### src/rtl/vpu_pkg.sv
// Shared VPU definitions: lane/element defaults and the
// sequencer FSM state encoding for vector rsqrt.
package vpu_pkg;

  localparam int unsigned VPU_NUM_LANES     = 8;
  localparam int unsigned VPU_OPERAND_WIDTH = 16;
  localparam int unsigned VPU_RSQRT_TIMEOUT = 64;

  typedef enum logic [1:0] {
    ST_IDLE,
    ST_ISSUE,
    ST_DRAIN,
    ST_DONE
  } rsqrt_state_e;

endpackage

### src/rtl/vpu_fp_rsqrt_seq.sv
// Vector rsqrt sequencer: feeds enabled bf16 lanes one per cycle
// to a shared in-order rsqrt core and reassembles the results.
// Ports: clk/rst, start_i/op_i/mask_i (request), busy_o,
// core_valid_o/core_data_o (issue), core_valid_i/core_data_i
// (return), result_o/done_o/err_o (completion).
module vpu_fp_rsqrt_seq
  import vpu_pkg::*;
#(
  parameter int unsigned NUM_LANES     = VPU_NUM_LANES,
  parameter int unsigned OPERAND_WIDTH = VPU_OPERAND_WIDTH,
  parameter int unsigned TIMEOUT       = VPU_RSQRT_TIMEOUT
) (
  input  logic                               clk,
  input  logic                               rst,
  input  logic                               start_i,
  input  logic [NUM_LANES*OPERAND_WIDTH-1:0] op_i,
  input  logic [NUM_LANES-1:0]               mask_i,
  output logic                               busy_o,
  output logic                               core_valid_o,
  output logic [OPERAND_WIDTH-1:0]           core_data_o,
  input  logic                               core_valid_i,
  input  logic [OPERAND_WIDTH-1:0]           core_data_i,
  output logic [NUM_LANES*OPERAND_WIDTH-1:0] result_o,
  output logic                               done_o,
  output logic                               err_o
);

  localparam int unsigned VW = NUM_LANES * OPERAND_WIDTH;
  localparam int unsigned OW = OPERAND_WIDTH;
  localparam int unsigned CW = $clog2(NUM_LANES + 1);
  localparam int unsigned WW = $clog2(TIMEOUT + 1);
  localparam logic [NUM_LANES-1:0] ONE_L = NUM_LANES'(1);
  localparam logic [WW-1:0] WD_LAST = WW'(TIMEOUT - 1);

  rsqrt_state_e         state_q, state_d;
  logic [VW-1:0]        op_q, op_d;
  logic [VW-1:0]        res_q, res_d;
  logic [NUM_LANES-1:0] iss_rem_q, iss_rem_d;
  logic [NUM_LANES-1:0] ret_rem_q, ret_rem_d;
  logic [CW-1:0]        out_q, out_d;
  logic [WW-1:0]        wd_q, wd_d;
  logic                 err_q, err_d;
  logic                 pend_q, pend_d;

  logic [NUM_LANES-1:0] iss_oh, ret_oh;
  logic [OW-1:0]        iss_data;
  logic                 issue, ret_ok, spur, wd_hit;

  // Lowest remaining bit selects the next lane; masked lanes
  // were never set, so they cost no cycle.
  always_comb begin
    iss_oh   = iss_rem_q & (~iss_rem_q + ONE_L);
    ret_oh   = ret_rem_q & (~ret_rem_q + ONE_L);
    issue    = (state_q == ST_ISSUE) && (iss_rem_q != '0);
    ret_ok   = core_valid_i && (out_q != '0);
    spur     = core_valid_i && (out_q == '0);
    wd_hit   = (out_q != '0) && !core_valid_i
               && (wd_q == WD_LAST);
    iss_data = '0;
    for (int k = 0; k < NUM_LANES; k++) begin
      if (iss_oh[k]) iss_data = op_q[k*OW +: OW];
    end
  end

  always_comb begin
    state_d   = state_q;
    op_d      = op_q;
    res_d     = res_q;
    iss_rem_d = iss_rem_q;
    ret_rem_d = ret_rem_q;
    err_d     = err_q;
    pend_d    = pend_q;
    out_d     = out_q + CW'(issue) - CW'(ret_ok);
    wd_d      = '0;
    if ((out_q != '0) && !core_valid_i) wd_d = wd_q + 1'b1;
    if (issue) iss_rem_d = iss_rem_q & ~iss_oh;
    if (ret_ok) begin
      ret_rem_d = ret_rem_q & ~ret_oh;
      for (int k = 0; k < NUM_LANES; k++) begin
        if (ret_oh[k]) res_d[k*OW +: OW] = core_data_i;
      end
    end
    unique case (state_q)
      ST_IDLE: begin
        // A stray return while idle is charged to the next op.
        if (spur) pend_d = 1'b1;
        if (start_i) begin
          state_d   = ST_ISSUE;
          op_d      = op_i;
          iss_rem_d = mask_i;
          ret_rem_d = mask_i;
          res_d     = '0;
          err_d     = pend_q | spur;
          pend_d    = 1'b0;
        end
      end
      ST_ISSUE, ST_DRAIN: begin
        if (spur) err_d = 1'b1;
        if (wd_hit) begin
          // Abandon the op; anything still in flight becomes
          // a stray return and is dropped.
          err_d   = 1'b1;
          out_d   = '0;
          wd_d    = '0;
          state_d = ST_DONE;
        end else if (iss_rem_d == '0) begin
          state_d = (out_d == '0) ? ST_DONE : ST_DRAIN;
        end
      end
      ST_DONE: begin
        if (spur) pend_d = 1'b1;
        state_d = ST_IDLE;
      end
      default: state_d = ST_IDLE;
    endcase
  end

  always_ff @(posedge clk or posedge rst) begin
    if (rst) begin
      state_q   <= ST_IDLE;
      op_q      <= '0;
      res_q     <= '0;
      iss_rem_q <= '0;
      ret_rem_q <= '0;
      out_q     <= '0;
      wd_q      <= '0;
      err_q     <= 1'b0;
      pend_q    <= 1'b0;
    end else begin
      state_q   <= state_d;
      op_q      <= op_d;
      res_q     <= res_d;
      iss_rem_q <= iss_rem_d;
      ret_rem_q <= ret_rem_d;
      out_q     <= out_d;
      wd_q      <= wd_d;
      err_q     <= err_d;
      pend_q    <= pend_d;
    end
  end

  assign busy_o       = (state_q != ST_IDLE);
  assign core_valid_o = issue;
  assign core_data_o  = issue ? iss_data : '0;
  assign result_o     = res_q;
  assign done_o       = (state_q == ST_DONE);
  assign err_o        = done_o & err_q;

endmodule

### config.mk
export PLATFORM = sky130hd
export DESIGN_NAME = vpu_fp_rsqrt_seq
export DESIGN_NICKNAME = d
export VERILOG_FILES = /design/src/rtl/vpu_pkg.sv /design/src/rtl/vpu_fp_rsqrt_seq.sv
export SDC_FILE = /design/constraint.sdc
export NUM_CORES = 1
export LEC_CHECK = 0
export CAP_MARGIN = 30
export CORE_MARGIN = 2
export CORE_UTILIZATION = 54
export CTS_CLUSTER_SIZE = 12
export DETAILED_ROUTE_END_ITERATION = 7
export PLACE_DENSITY = 0.86
export RECOVER_POWER = 50
export SKIP_CTS_REPAIR_TIMING = 1
export SYNTH_ARGS = -nofsm -noshare
export SYNTH_HDL_FRONTEND = slang
export SYNTH_SLANG_ARGS = --single-unit
### constraint.sdc
create_clock -name clk -period 28.4 [get_ports clk]
set_clock_uncertainty 0.05 [all_clocks]
set_input_delay 4.26 -clock clk [delete_from_list [all_inputs] [get_ports clk]]
set_output_delay 4.26 -clock clk [all_outputs]
set_load 0.02 [all_outputs]
==> run_results.csv, run 1 <==
group,metric,value,unit
drt,drtIter0Drc,986,
timing,endpoints_failing_setup,0,
critical_path,timing.setup.critical_path_class,"in -> async",
grt,grt_first_pass_wirelength,60.1,mm
synthesis,synth_top_cells_by_area,"sky130_fd_sc_hd__dfrtp_1 (57%), sky130_fd_sc_hd__nand2_1 (20%), sky130_fd_sc_hd__a21oi_1 (6.0%)",
critical_path,worst-r2r-setup-slack,24190,ps
finish,final_core_util,73.0,%
critical_path,regToRegStartpoint,"state_q[0]$_DFFE_PP0P_",
critical_path,required,27240,ps
hold_path,hold_path.class,"reg -> reg",
synthesis,synth_largest_area_cell,"sky130_fd_sc_hd__dfrtp_1",
job,max-cap-violations,3,
placement,place_congestion,0.882,
timing,setup_tns,0,ps
drt,dr.pass1.iters,5,
synthesis,postSynthAreaPerCell,8.47,um2
floorplan,die_x,157,um
clocking,clkLatencyLatePin,560,ps
drt,totalWireLength,38.9,mm
power,power.leakage,7.99,nW
finish,area_overhead_of_the_layout_relative_to_synthesis,32.0,%
timing,setup_slack,16770,ps
floorplan,die-area,24500,um2
finish,final_layout_size_suffix_gt1_share,3.21,%
floorplan,pin_count,304,
timing,period_needed,11630,ps
power,worst_vdd_ir,0.0675,mV
grt,maximum_number_of_pins_on_one_net_before_global_route_repair,138,
floorplan,die_height,157,um
synthesis,netlist_area,12600,um2
synthesis,cell_with_the_most_instances_after_synthesis,"sky130_fd_sc_hd__nand2_1",
finish,layoutNonFillerInstCount,2034,
synthesis,synth_top_flop_cell,"sky130_fd_sc_hd__dfrtp_1",
clocking,htreeDepth,1,
timing,timing_hold_violations_final,0,
clocking,worst_setup_hold_path_clk_slew,60,ps
timing,grt_setup_unrepaired,"false",
grt,antenna_found_initial,1,
placement,place_worst_setup_slack,20650,ps
drt,detail_route.wl_per_cell,19.1,um
drt,drc_errors,0,
drt,vias_per_cell,5.75,
synthesis,mappedNetlistNets,1647,
synthesis,synth-seq-area-share,57.2,%
synthesis,synth_warnings,0,
synthesis,synth.top_cell.area_share,57.2,%
critical_path,worstPathArrival,10460,ps
synthesis,synth-seq-cells,287,
power,power_density_over_the_cells,117,nW/um2
synthesis,synthDistinctLibCells,50,
synthesis,ys_async_sr_fraction,100,%
grt,track_usage,31.4,%
placement,dp.final_hpwl,27.0,mm
synthesis,syn_inst,1482,
timing,final_slew_violations,289,
synthesis,synth_edf_count,0,
placement,dpl.cell_count,1979,
critical_path,startpoint_type,"primary input",
run_status,violations,"max-capacitance violations, max-slew violations",
floorplan,fp.coreArea,22700,um2
grt,grt_pass1_vias,11500,
floorplan,initial_utilization,55.3,%
drt,dr_total_vias,11700,
synthesis,ys_top_cells_by_count,"sky130_fd_sc_hd__nand2_1 (665), sky130_fd_sc_hd__dfrtp_1 (287), sky130_fd_sc_hd__a21oi_1 (150)",
timing,tightest_slew,7190,ps
clocking,clock_tree_from_tritoncts,"done",
clocking,cts.root.buffer_cell,"sky130_fd_sc_hd__clkbuf_16",
timing,hold-worst-slack,421,ps
floorplan,num_rows,55,
clocking,cts.sinks,287,
placement,numPortBuffers,303,
clocking,cts_made_buffers,30,
critical_path,crit_fanout,137,
finish,fill_cells,1643,
run_status,outcome,"finished, violations left",
timing,post-route-period-util,40.9,%
finish,number_of_nets_in_the_layout,1895,
hold_path,holdCritStartpoint,"wd_q[0]$_DFF_PP0_",
drt,ant_nets,0,
clocking,cts.path.max_buffers,3,
timing,relSlewSlack,-379,%
critical_path,cp-end-kind,"asynchronous set/reset pin",
critical_path,crit_path_start,"rst",
timing,max_clock_freq,86.0,MHz
grt,globalRoute.totalOverflow,0,
[placed cells by master, fill, tap and decap left out, types with 3 or more instances in the layout]
cell type and instances:
sky130_fd_sc_hd__and2_1 5, sky130_fd_sc_hd__a22oi_1 17, sky130_fd_sc_hd__nand2_1 665, sky130_fd_sc_hd__xor2_1 4, sky130_fd_sc_hd__ha_1 8, sky130_fd_sc_hd__clkbuf_1 12
sky130_fd_sc_hd__a21oi_1 150, sky130_fd_sc_hd__o21ai_0 51, sky130_fd_sc_hd__o21ai_1 3, sky130_fd_sc_hd__nand3b_1 3, sky130_fd_sc_hd__nand3_1 56, sky130_fd_sc_hd__o211ai_1 6
sky130_fd_sc_hd__and3_1 4, sky130_fd_sc_hd__clkbuf_16 30, sky130_fd_sc_hd__nor4_1 3, sky130_fd_sc_hd__and2_0 5, sky130_fd_sc_hd__dlygate4sd3_1 103, sky130_fd_sc_hd__buf_4 7
sky130_fd_sc_hd__dfrtp_1 287, sky130_fd_sc_hd__a211oi_1 16, sky130_fd_sc_hd__inv_1 11, sky130_fd_sc_hd__clkdlybuf4s50_1 200, sky130_fd_sc_hd__o221ai_1 17, sky130_fd_sc_hd__clkbuf_8 5
sky130_fd_sc_hd__nor3_1 5, sky130_fd_sc_hd__nor2_1 37
[per-stage QoR]
step / instance area [um2] / total power, mW
after floorplan: 12600 / 1.20
after global placement: 15600 / 1.53
after detailed placement: 15700 / 1.57
after CTS: 16600 / 1.95
after global routing: 16600 / 2.04
final: 16600 / 1.93
[path summary, 6_finish.rpt]
kind | endpoint | depth (start not counted)
min | wd_q[0]$_DFF_PP0_ | 1
max in group clk | core_data_o[0] | 7
max | result_o[9]$_DFF_PP0_ | 3
min reg2reg | wd_q[0]$_DFF_PP0_ | 1
min in group asynchronous | ret_rem_q[5]$_DFF_PP0_ | 2
max reg2reg | op_q[40]$_DFFE_PP0P_ | 6
[critical path, cell delays in order]
cell and delay [ps]:
sky130_fd_sc_hd__dlygate4sd3_1 550, sky130_fd_sc_hd__clkinvlp_2 480, sky130_fd_sc_hd__clkbuf_1 5010
[cell families (layout without fill, tap and decap cells)]
group,after synthesis,count (layout),share of synthesized area (%)
muxes,1,1,0.0897
xor gates and xnor gates,6,6,0.418
buffers and inverters,111,376,3.48
adders and majority gates,10,10,1.04
and+or+nand+nor,795,795,25.4
other,0,2,0
DFF,287,287,57.2
AOI/OAI and AO/OA,272,272,12.4
[flip-flops by register name (all words and copies together), names as in the netlist, 2 cells and up]
register / cells
result_o: 128
state_q: 2
ret_rem_q: 8
out_q: 4
wd_q: 7
op_q: 128
iss_rem_q: 8
[metal layers]
metal | global-route usage, % | wire length (um)
met5 | 0 | 0
met4 | 15.9 | 2230
met3 | 5.15 | 3060
met2 | 52.2 | 18400
met1 | 40.1 | 15100
[cell type report]
cell class,instances,area [um2],area share (%)
flip-flops and latches,287,7180,43.3
diodes,2,5.00,0.0302
clock buffers,45,857,5.17
inverters,12,46.3,0.279
well taps,285,357,2.15
clock inverters,4,62.6,0.377
multi-input cells,1084,4930,29.8
repair buffers,315,3130,18.9
[where the power goes]
group	total (mW)	internal, mW	switching [mW]
registers	0.731	0.587	0.144
clock network	0.374	0.215	0.159
logic	0.826	0.325	0.501
total	1.93	1.13	0.804
(Power assumes the default switching activity.)
==> inputs of run 2 (changes only) <==
--- a/config.mk
+++ b/config.mk
@@ -7,10 +7,10 @@
 export LEC_CHECK = 0
 export CAP_MARGIN = 30
 export CORE_MARGIN = 2
-export CORE_UTILIZATION = 54
+export CORE_UTILIZATION = 45
 export CTS_CLUSTER_SIZE = 12
 export DETAILED_ROUTE_END_ITERATION = 7
-export PLACE_DENSITY = 0.86
+export PLACE_DENSITY = 0.77
 export RECOVER_POWER = 50
 export SKIP_CTS_REPAIR_TIMING = 1
 export SYNTH_ARGS = -nofsm -noshare
==> constraint.sdc (replaced) <==
create_clock -name clk -period 9.75 [get_ports clk]
set_clock_uncertainty 0.05 [all_clocks]
set_input_delay 1.4625 -clock clk [delete_from_list [all_inputs] [get_ports clk]]
set_output_delay 1.4625 -clock clk [all_outputs]
set_load 0.02 [all_outputs]
==> run 2 against run 1 <==
  * The flow still finishes with violations (max-capacitance violations, max-slew violations)
  * Cell count up 4.9%
  * Critical endpoint is now ret_rem_q[2]$_DFF_PP0_
  * Power rose to 2.9 times the previous value
  * Combinational power grew to 2.9 times the previous value
==> run_results.csv, run 2 (synthesized netlist as in run 1, its figures left out) <==
group,metric,value,unit
drt,vias_per_cell,5.35,
placement,numPortBuffers,303,
critical_path,worstPathArrival,7460,ps
clocking,htreeDepth,1,
grt,antenna_found_initial,0,
timing,relSlewSlack,-262,%
power,power.leakage,8.04,nW
grt,grt_pass1_vias,11300,
critical_path,path_cells,"dlygate4sd3_1 > and2_0 > clkbuf_1 > clkbuf_1 > nand2_1 > o31ai_1",
clocking,worst_setup_hold_path_clk_slew,60,ps
grt,grt_first_pass_wirelength,60.1,mm
timing,final_slew_violations,462,
timing,tightest_slew,5400,ps
grt,maximum_number_of_pins_on_one_net_before_global_route_repair,167,
run_status,outcome,"finished, violations left",
job,max-cap-violations,6,
clocking,clkLatencyLatePin,560,ps
critical_path,crit_fanout,97,
critical_path,critical-path-top-delay-family,"buffers and inverters",
floorplan,initial_utilization,45.5,%
finish,layout.cells.most_common_list,"sky130_fd_sc_hd__nand2_1 (665), sky130_fd_sc_hd__dfrtp_1 (287), sky130_fd_sc_hd__clkdlybuf4s50_1 (199)",
drt,detail_route.wl_per_cell,18.2,um
placement,dp.final_hpwl,27.3,mm
timing,endpoints_failing_setup,0,
critical_path,cp-end-kind,"flop",
floorplan,die_x,171,um
timing,setup_tns,0,ps
finish,final_core_util,60.8,%
finish,most_common_cell_after_layout_fill_and_taps_aside,"sky130_fd_sc_hd__nand2_1",
critical_path,critical_path.most_common_cell,"sky130_fd_sc_hd__clkbuf_1",
finish,layoutNonFillerInstCount,2133,
run_status,violations,"max-capacitance violations, max-slew violations",
clocking,cts.root.buffer_cell,"sky130_fd_sc_hd__clkbuf_16",
finish,final_layout_size_suffix_gt1_share,3.59,%
floorplan,fp.coreArea,27600,um2
hold_path,hold_path.class,"reg -> reg",
timing,post-route-period-util,72.8,%
critical_path,required,10110,ps
grt,globalRoute.totalOverflow,0,
critical_path,slowest_delay,2970,ps
drt,dr_total_vias,11400,
critical_path,timing.setup.critical_path_class,"in -> reg",
timing,timing_hold_violations_final,0,
drt,drc_errors,0,
critical_path,cp_num_buf_inv,3,
power,worst_vdd_ir,0.169,mV
floorplan,die_height,171,um
clocking,cts.sinks,287,
floorplan,pin_count,304,
finish,diodes,0,
timing,period_needed,7100,ps
floorplan,die-area,29300,um2
drt,totalWireLength,38.8,mm
clocking,cts_made_buffers,31,
finish,area_overhead_of_the_layout_relative_to_synthesis,33.7,%
drt,drtIter0Drc,948,
finish,number_of_nets_in_the_layout,1899,
timing,grt_setup_unrepaired,"false",
clocking,cts.path.max_buffers,3,
critical_path,startpoint_type,"primary input",
grt,track_usage,26.4,%
drt,ant_nets,0,
placement,place_congestion,0.908,
timing,max_clock_freq,141,MHz
floorplan,num_rows,61,
critical_path,critical_path.slowest_cell,"sky130_fd_sc_hd__clkbuf_1",
power,power_density_over_the_cells,339,nW/um2
clocking,clock_tree_from_tritoncts,"done",
placement,dpl.cell_count,2074,
drt,dr.pass1.iters,5,
run 2: changes by cell type in the layout (fill, tap and decap cells not counted), moves of 2 or more:
cell                       before  now
sky130_fd_sc_hd__and2_0         5    1
sky130_fd_sc_hd__clkinv_2       1    3
sky130_fd_sc_hd__and2_1         5   10
sky130_fd_sc_hd__clkbuf_1      12   14
sky130_fd_sc_hd__diode_2        2    0
run 2: metrics by stage:
step / cell area, um2 / setup WS, ps / total power [mW] / hold slack (ps)
detailed placement: 15800 / 4830 / 4.58 / 395
global placement: 15700 / 4870 / 4.49 / 389
floorplan: 12600 / 317 / 3.51 / 374
finish: 16800 / 2650 / 5.69 / 406
CTS: 16800 / 4220 / 5.74 / 403
global route: 16800 / 2110 / 6.05 / 439
run 2: final timing paths:
path	end	startpoint	slack, ps	depth (start not counted)
max in group asynchronous	result_o[10]$_DFF_PP0_	rst	4270	2
worst max register to register	ret_rem_q[2]$_DFF_PP0_	state_q[1]$_DFFE_PP0P_	3510	7
worst max-delay path	ret_rem_q[2]$_DFF_PP0_	start_i	2650	6
min in group asynchronous	result_o[99]$_DFF_PP0_	rst	2970	2
worst min register to register	wd_q[0]$_DFF_PP0_	wd_q[0]$_DFF_PP0_	410	1
worst min-delay path	wd_q[0]$_DFF_PP0_	wd_q[0]$_DFF_PP0_	410	1
run 2: worst register-to-register path: cells and delay by family, from the launching register on:
family                   cells  cell delay [ps]
adder cells (fa/ha/maj)      1              220
AND/OR/NAND/NOR              2             1770
flip-flops                   1              400
AO/OA/AOI/OAI                1              250
buffers and inverters        3             3400
run 2: layout make-up:
type	count	area, um2
clock buffers	46	892
clock inverters	8	100
fillers	2356	10800
inverters	12	46.3
multi-input cells	1084	4940
flip-flops and latches	287	7180
well taps	378	473
repair buffers	318	3160
run 2: metal layers:
metal  global-route usage, %  part of all wire [%]
met2                    44.3                    48
met3                    4.37                   8.3
met4                    10.4                   4.0
met1                    34.2                    40
met5                       0                     0
run 2: report_power, final:
part	leakage [nW]	internal [mW]	switching (mW)	total [mW]
Sequential	3.75	1.71	0.421	2.13
Combinational	3.81	0.969	1.43	2.40
Clock	0.485	0.680	0.471	1.15
